$ cat config.mk
export PLATFORM = sky130hd
export DESIGN_NAME = uart_tx_queue
export DESIGN_NICKNAME = d
export VERILOG_FILES = /design/src/rtl/uart_tx_queue.sv
export SDC_FILE = /design/constraint.sdc
export NUM_CORES = 1
export LEC_CHECK = 0
export BUFFER_PORTS_ARGS = -buffer_cell sky130_fd_sc_hd__buf_2
export CORE_MARGIN = 2
export CORE_UTILIZATION = 45
export DETAILED_ROUTE_END_ITERATION = 10
export PLACE_DENSITY = 0.71
export SETUP_SLACK_MARGIN = 0.5
export SLEW_MARGIN = 10
export SYNTH_ARGS = -nofsm -noshare
export SYNTH_HDL_FRONTEND = slang
export SYNTH_SLANG_ARGS = --single-unit
$ cat constraint.sdc
create_clock -name clk -period 3.2 [get_ports clk]
set_input_delay 0.16 -clock clk [delete_from_list [all_inputs] [get_ports clk]]
set_output_delay 0.16 -clock clk [all_outputs]
set_load 0.02 [all_outputs]
$ cat src/rtl/uart_tx_queue.sv
// Byte FIFO feeding the UART transmitter.
// Issues one byte per ok/busy handshake cycle.
module uart_tx_queue #(
  parameter int DEPTH_LOG = 4
) (
  input  logic                 clk,
  input  logic                 reset,
  input  logic [7:0]           in_data,
  input  logic                 in_valid,
  output logic                 in_ready,
  output logic [DEPTH_LOG:0]   count,
  output logic                 empty,
  output logic                 overflow,
  output logic [7:0]           tx_data,
  output logic                 tx_ok,
  input  logic                 tx_busy
);

  localparam int DEPTH = 1 << DEPTH_LOG;
  localparam logic [DEPTH_LOG:0] FULL = (DEPTH_LOG + 1)'(DEPTH);

  typedef enum logic [1:0] {
    IDLE,
    ISSUE,
    WAIT_BUSY,
    WAIT_DONE
  } state_t;

  state_t               r_state;
  state_t               w_state_nxt;
  logic [7:0]           r_mem [DEPTH];
  logic [DEPTH_LOG-1:0] r_head;
  logic [DEPTH_LOG-1:0] r_tail;
  logic [DEPTH_LOG:0]   r_count;
  logic                 r_overflow;
  logic [7:0]           r_tx_data;
  logic                 r_tx_ok;
  logic                 w_push;
  logic                 w_pop;
  logic                 w_drop;

  // Readiness depends only on registered count, never on in_valid.
  assign in_ready = (r_count != FULL);
  assign empty    = (r_count == '0);
  assign count    = r_count;
  assign overflow = r_overflow;
  assign tx_data  = r_tx_data;
  assign tx_ok    = r_tx_ok;

  assign w_push = in_valid && in_ready;
  assign w_drop = in_valid && !in_ready;

  always_comb begin
    w_state_nxt = r_state;
    w_pop       = 1'b0;
    unique case (r_state)
      IDLE: begin
        if (!empty && !tx_busy) begin
          w_pop       = 1'b1;
          w_state_nxt = ISSUE;
        end
      end
      ISSUE: w_state_nxt = WAIT_BUSY;
      WAIT_BUSY: begin
        if (tx_busy) w_state_nxt = WAIT_DONE;
      end
      WAIT_DONE: begin
        if (!tx_busy) w_state_nxt = IDLE;
      end
      default: w_state_nxt = IDLE;
    endcase
  end

  always_ff @(posedge clk) begin
    if (!reset) begin
      r_state    <= IDLE;
      r_head     <= '0;
      r_tail     <= '0;
      r_count    <= '0;
      r_overflow <= 1'b0;
      r_tx_data  <= 8'h00;
      r_tx_ok    <= 1'b0;
    end else begin
      r_state <= w_state_nxt;
      r_tx_ok <= w_pop;
      r_count <= r_count
               + (DEPTH_LOG + 1)'(w_push)
               - (DEPTH_LOG + 1)'(w_pop);
      if (w_push) r_tail <= r_tail + 1'b1;
      if (w_pop) begin
        r_head    <= r_head + 1'b1;
        r_tx_data <= r_mem[r_head];
      end
      if (w_drop) r_overflow <= 1'b1;
    end
  end

  // Storage needs no reset; pointers define what is valid.
  always_ff @(posedge clk) begin
    if (w_push) r_mem[r_tail] <= in_data;
  end

endmodule

==> results of run 1 <==
==> repair_timing <==
action,CTS,global route
pin swaps,3,7
gates resized for setup,7,12
setup buffers,7,3
setup endpoints to repair,1,1
==> registers in the layout, summed over array words and instances (netlist names) <==
register	cells
r_tail	4
r_mem	128
tx_data	8
tx_ok	1
r_state	2
overflow	1
r_head	4
count	5
==> power by group through the flow <==
stage | Combinational, mW | Sequential [mW] | Clock (mW)
4_1_cts | 1.21 | 2.44 | 1.98
3_5_place_dp | 1.11 | 2.48 | 0
6_report | 1.32 | 2.45 | 1.94
5_1_grt | 1.44 | 2.46 | 2.06
2_1_floorplan | 0.795 | 2.49 | 0
3_3_place_gp | 1.07 | 2.48 | 0
==> area by class of cell <==
class | count | share of cell area
flip-flops and latches | 153 | 0.592
repair buffers | 54 | 0.0473
clock inverters | 15 | 0.0213
well taps | 176 | 0.0300
inverters | 16 | 0.00851
clock buffers | 17 | 0.0579
multi-input cells | 157 | 0.243
==> path summary, 6_finish.rpt <==
check / end / depth (start not counted)
max reg2reg: count[4]$_SDFF_PN0_ / 14
max: count[4]$_SDFF_PN0_ / 14
min reg2reg: overflow$_SDFFE_PN0P_ / 1
min: overflow$_SDFFE_PN0P_ / 2
==> cells by family after synthesis <==
group                      share of synthesized area
DFF                                            0.698
and+or+nand+nor                               0.0507
muxes                                          0.156
buffers and inverters                         0.0284
AOI/OAI and AO/OA                             0.0203
adders and majority gates                     0.0334
xor gates and xnor gates                      0.0127
==> cell usage in the layout (no fill, tap or decap), types with 2 or more instances in the layout <==
| cell | n |
|---|---|
| mux4_1 | 19 |
| and3_1 | 2 |
| mux2i_1 | 17 |
| ha_1 | 12 |
| dfxtp_2 | 3 |
| o221ai_1 | 8 |
| nand2b_1 | 2 |
| inv_8 | 3 |
| dfxtp_1 | 22 |
| clkbuf_16 | 17 |
| nor2_1 | 26 |
| mux4_2 | 13 |
| xnor2_1 | 4 |
| clkinv_4 | 2 |
| edfxtp_1 | 128 |
| ha_4 | 3 |
| nor3_1 | 4 |
| nand2_1 | 8 |
| nand3_1 | 12 |
| xor2_1 | 5 |
| inv_2 | 4 |
| inv_6 | 4 |
| clkinvlp_4 | 2 |
| inv_1 | 11 |
| buf_4 | 25 |
| buf_2 | 28 |
| a21oi_1 | 3 |
==> through the flow <==
| step | cells | hold WS [ns] | total power [mW] | utilization | setup WS (ns) |
|---|---|---|---|---|---|
| after floorplan | 343 | 0.259 | 3.29 | - | 0.536 |
| final | 588 | 0.122 | 5.71 | 0.551 | 0.589 |
| after CTS | 585 | 0.0982 | 5.63 | 0.545 | 0.500 |
| after global routing | 588 | 0.124 | 5.96 | 0.551 | 0.509 |
| after detailed placement | 546 | 0.447 | 3.60 | 0.496 | 0.391 |
| after global placement | 546 | 0.444 | 3.55 | 0.496 | 0.493 |
==> critical path: stages (launching register included) <==
cell	delay, ns
dfxtp_2	0.32
inv_2	0.07
ha_4	0.13
or4b_4	0.49
nand2_4	0.10
inv_4	0.05
ha_4	0.20
inv_2	0.06
ha_4	0.13
inv_2	0.03
fa_2	0.34
nand2b_4	0.16
a21oi_4	0.14
o21ai_1	0.08
nor3b_2	0.16
==> cell usage after synthesis <==
| cell | instances |
|---|---|
| edfxtp_1 | 128 |
| nor2_1 | 26 |
| dfxtp_1 | 25 |
| mux4_1 | 19 |
| mux2i_1 | 17 |
| inv_1 | 16 |
| ha_1 | 15 |
| mux4_2 | 13 |
| nand3_1 | 12 |
| nand2_1 | 9 |
| o221ai_1 | 8 |
| buf_2 | 5 |
| clkbuf_1 | 5 |
| nor3_1 | 5 |
| xor2_1 | 5 |
| a21oi_1 | 4 |
| xnor2_1 | 4 |
| buf_6 | 3 |
| nand2b_1 | 3 |
| and2_1 | 2 |
| and3_1 | 2 |
| buf_4 | 2 |
| a211oi_1 | 1 |
| a21o_1 | 1 |
| buf_1 | 1 |
| buf_12 | 1 |
| fa_1 | 1 |
| mux2_2 | 1 |
| nand3_2 | 1 |
| nand4bb_1 | 1 |
| nor2b_1 | 1 |
| nor3b_1 | 1 |
| o21a_1 | 1 |
| o21ai_0 | 1 |
| o32ai_1 | 1 |
| or3_1 | 1 |
| or4b_4 | 1 |
==> routing by layer <==
metal | GRT usage | share of wire
met5 | 0 | 0
met4 | 0.0625 | 0.0047
met3 | 0.0407 | 0.059
met2 | 0.275 | 0.50
met1 | 0.237 | 0.43
==> flow_summary_export.csv, run 1 <==
group,metric,value,unit
synthesis,synth_top_area_frac,0.618,
placement,io_buffer_count,28,
power,p_leak,2.54,nW
clock_tree,clk_latency,0.42,ns
clock_tree,cts.clk_slew.worst_paths,0.06,ns
sta,period_minus_slack,2.61,ns
layout,syn2layout_area_growth,18.1,%
power,switching_share,0.293,
sta,fin_setup_tns,0,ns
synthesis,syn_area,0.00622,mm2
floorplanning,die_x,122,um
sta,fmax,0.383,GHz
floorplanning,ios,29,
setup_path,crit_path_end_kind,"flop",
setup_path,startpoint_type,"flop",
layout,design_area,0.00735,mm2
clock_tree,cts_tree,"built",
synthesis,synth.distinct_cells,37,
clock_tree,root_buffer,"clkbuf_16",
routing,drtIter0Drc,237,
sta,max_slew_margin,0.309,
power,p_int,4.04,mW
synthesis,synthCells,343,
global_routing,grt_pass1_vias,3190,
layout,multi_input_area,0.00179,mm2
power,powerDensity,777,mW/mm2
placement,gp_congestion,0.774,
routing,drt-total-wl,11900,um
synthesis,ys_seq_area_frac,0.698,
global_routing,grt_pass1_wl,18300,um
hold_path,min-delay-start,"reset",
sta,final-setup-viol-count,0,
floorplanning,core_area,0.0133,mm2
routing,detail-route-antenna-nets,0,
routing,drc,0,
setup_path,critical_path_class,"flop to flop",
routing,vias_per_cell,5.42,
clock_tree,cts_buffers,17,
setup_path,critPathArrivalTime,2.89,ns
layout,layout-drive-gt1-share,0.294,
sta,finalMaxSlewViolations,0,
run,drv_cap,0,
outcome,status,"finished clean",
clock_tree,cts_hold_buf,0,
hold_path,hold_path.class,"primary input to flop",
floorplanning,die_h,122,um
power,clkPwrFrac,0.340,
setup_path,critPathMaxFanout,4,
placement,place_area,0.00662,mm2
sta,rsz0062_at_grt,"no",
placement,hpwl,7200,um
synthesis,ys_ff_latch,153,
global_routing,grt_max_degree,35,
clock_tree,cts.path.max_buffers,2,
floorplanning,placementRows,42,
sta,finClkSkew,0.0172,ns
routing,dr_total_vias,3186,
clock_tree,ctsHtreeMaxLevel,4,
power,p_seq_frac,0.428,
power,ir_drop,426,uV
routing,drt-wirelength-per-cell,20.2,um
sta,tightestPinTransition,1.04,ns
routing,drt_first_pass_iters,4,
sta,period_share,0.816,
synthesis,yosys.area.top_type,"edfxtp_1",
synthesis,synth.yosys.warnings,0,
layout,fin_nets,427,
synthesis,syn_avg_cell_area,18.1,um2
setup_path,cp.required,3.48,ns
power,pwr-share-comb,0.232,
layout,fillers,1034,
setup_path,r2r_slack,0.59,ns
setup_path,worstSetupStartpoint,"count[2]$_SDFF_PN0_",
floorplanning,start_util,0.466,
clock_tree,cts_sinks,153,
floorplanning,dieArea,0.0148,mm2
layout,seq_area,0.00435,mm2
sta,finalHoldViolations,0,
global_routing,track_usage,0.173,
synthesis,synth_nets,371,
power,p_switching,1.67,mW
layout,num_antenna_cells,0,
synthesis,ys_top_cells_by_area,"edfxtp_1, dfxtp_1, mux4_1",
setup_path,rr_startpoint,"count[2]$_SDFF_PN0_",
global_routing,overflow,0,
global_routing,antenna_found_initial,0,
Note: power is estimated with default switching activity, not from simulation.
==> run 2: changes to the inputs <==
Settings changed: PLACE_DENSITY 0.71 to 0.74.
Clock period 3.2 ns to 2.4 ns, I/O delays scaled along.
==> run 2 against run 1 <==
First-iteration DRC count is 18% lower. Global-route usage shrank 0.11 points. Clock skew fell by 0.0077 ns. Cell count rose by 1.9%. The run now ends with setup timing left. Register-to-register slack got worse by 0.74 ns. Clock power is 34% higher.
==> flow_summary_export.csv, run 2 (synthesis results as in run 1) <==
group,metric,value,unit
routing,drt-total-wl,11600,um
outcome,violations,"setup timing",
clock_tree,clk_latency,0.42,ns
clock_tree,cts_sinks,153,
sta,finalMaxSlewViolations,0,
setup_path,cp.required,2.69,ns
layout,fillers,998,
floorplanning,core_area,0.0133,mm2
sta,tightestPinTransition,0.530,ns
hold_path,min_to,"overflow$_SDFFE_PN0P_",
layout,num_antenna_cells,0,
sta,period_share,1.06,
clock_tree,cts_buffers,17,
sta,max_slew_margin,0.646,
sta,fin_setup_tns,-0.254,ns
clock_tree,ctsHtreeMaxLevel,4,
power,p_leak,2.64,nW
placement,pre_cts_ws,-0.157,ns
sta,fmax,0.391,GHz
hold_path,holdPathStages,2,
routing,vias_per_cell,5.36,
floorplanning,ios,29,
setup_path,r2r_slack,-0.16,ns
sta,fin_ws,-0.155,ns
outcome,status,"complete, but fails checks",
clock_tree,cts_hold_buf,0,
floorplanning,dieArea,0.0148,mm2
global_routing,grt_pass1_wl,18100,um
layout,seq_area,0.00435,mm2
layout,mostFrequentLayoutCells,"edfxtp_1, buf_4, buf_2, dfxtp_1, mux4_1",
floorplanning,placementRows,42,
routing,drtIter0Drc,195,
global_routing,overflow,0,
layout,largest_register,"r_mem",
sta,finClkSkew,0.00950,ns
clock_tree,cts_tree,"built",
setup_path,r2r_end,"count[4]$_SDFF_PN0_",
routing,drt-wirelength-per-cell,19.3,um
clock_tree,cts.path.max_buffers,2,
setup_path,critPathMaxFanout,2,
placement,io_buffer_count,28,
global_routing,grt_pass1_vias,3285,
routing,detail-route-antenna-nets,0,
setup_path,critical_path_class,"flop to flop",
setup_path,startpoint_type,"flop",
sta,rsz0062_at_grt,"yes",
sta,final-setup-viol-count,2,
floorplanning,start_util,0.466,
global_routing,antenna_found_initial,0,
setup_path,critPathArrivalTime,2.84,ns
clock_tree,root_buffer,"clkbuf_16",
layout,multi_input_area,0.00194,mm2
floorplanning,die_x,122,um
sta,finalHoldViolations,0,
routing,drc,0,
placement,hpwl,7280,um
power,powerDensity,1030,mW/mm2
sta,period_minus_slack,2.56,ns
power,totalPowerFinal,7.91,mW
layout,fin_nets,438,
layout,design_area,0.00766,mm2
hold_path,min-delay-start,"reset",
power,ir_drop,990,uV
layout,layout-drive-gt1-share,0.359,
global_routing,grt_max_degree,36,
run,drv_cap,0,
layout,largest_reg_flops,128,
routing,dr_total_vias,3212,
placement,gp_congestion,0.777,
routing,drt_first_pass_iters,4,
setup_path,rr_startpoint,"count[3]$_SDFF_PN0_",
layout,final_util,0.574,
setup_path,ff2ff_path_depth,14,
layout,mostFrequentLayoutCell,"edfxtp_1",
hold_path,hold_path.class,"primary input to flop",
clock_tree,cts.clk_slew.worst_paths,0.06,ns
layout,syn2layout_area_growth,23.1,%
placement,place_area,0.00679,mm2
floorplanning,die_h,122,um
setup_path,crit_path_end_kind,"flop",
global_routing,track_usage,0.172,
-- run 2: critical path, cell delays in order (launching register included) --
cell and delay [ns]:
dfxtp_4 0.35, inv_4 0.06, ha_4 0.13, or4b_4 0.48, nand2_4 0.09, inv_4 0.04, ha_4 0.20, inv_2 0.06
ha_4 0.12, inv_2 0.03, fa_2 0.36, nand2b_4 0.16, a21oi_4 0.13, o21ai_1 0.07, nor3b_2 0.16
-- run 2: per-stage QoR --
step / cells / hold slack, ns
3_3_place_gp: 553 / 0.447
6_report: 599 / 0.0697
4_1_cts: 591 / 0.0514
5_1_grt: 599 / 0.0648
2_1_floorplan: 343 / 0.219
3_5_place_dp: 553 / 0.453
-- run 2: cell type report --
type	count	share of cell area
Tap cell	176	0.0287
Inverter	16	0.00849
Multi-Input combinational cell	157	0.253
Timing Repair Buffer	65	0.0666
Sequential cell	153	0.568
Clock buffer	18	0.0560
Clock inverter	14	0.0191
-- run 2: what timing repair did --
item | CTS | global route
setup endpoints to repair | 84 | 46
setup buffers | 6 | 8
pin swaps | 11 | 11
resized for setup | 12 | 17
-- run 2: layer usage --
metal	global-route usage	up-vias	part of all wire
met5	0	-	0
met4	0.0603	0	0.0098
met3	0.0501	8	0.064
met2	0.274	92	0.51
met1	0.228	1619	0.42
li1	-	1493	-
-- run 2: power breakdown --
group	internal (mW)	leakage [nW]	total, mW	switching (mW)
clock	1.54	0.274	2.59	1.05
combinational	1.05	1.00	2.14	1.08
sequential	3.08	1.36	3.18	0.108
total	5.67	2.64	7.91	2.24
-- run 2: worst max-delay path by stage --
stage	start	end	slack, ns	cells after the start
floorplan	count[3]$_SDFF_PN0_	count[4]$_SDFF_PN0_	-0.13	14
global placement	count[3]$_SDFF_PN0_	count[4]$_SDFF_PN0_	-0.11	14
detailed placement	count[3]$_SDFF_PN0_	count[4]$_SDFF_PN0_	-0.16	14
CTS	count[2]$_SDFF_PN0_	count[4]$_SDFF_PN0_	-0.15	14
global route	count[3]$_SDFF_PN0_	count[4]$_SDFF_PN0_	-0.25	14
finish	count[3]$_SDFF_PN0_	count[4]$_SDFF_PN0_	-0.16	14
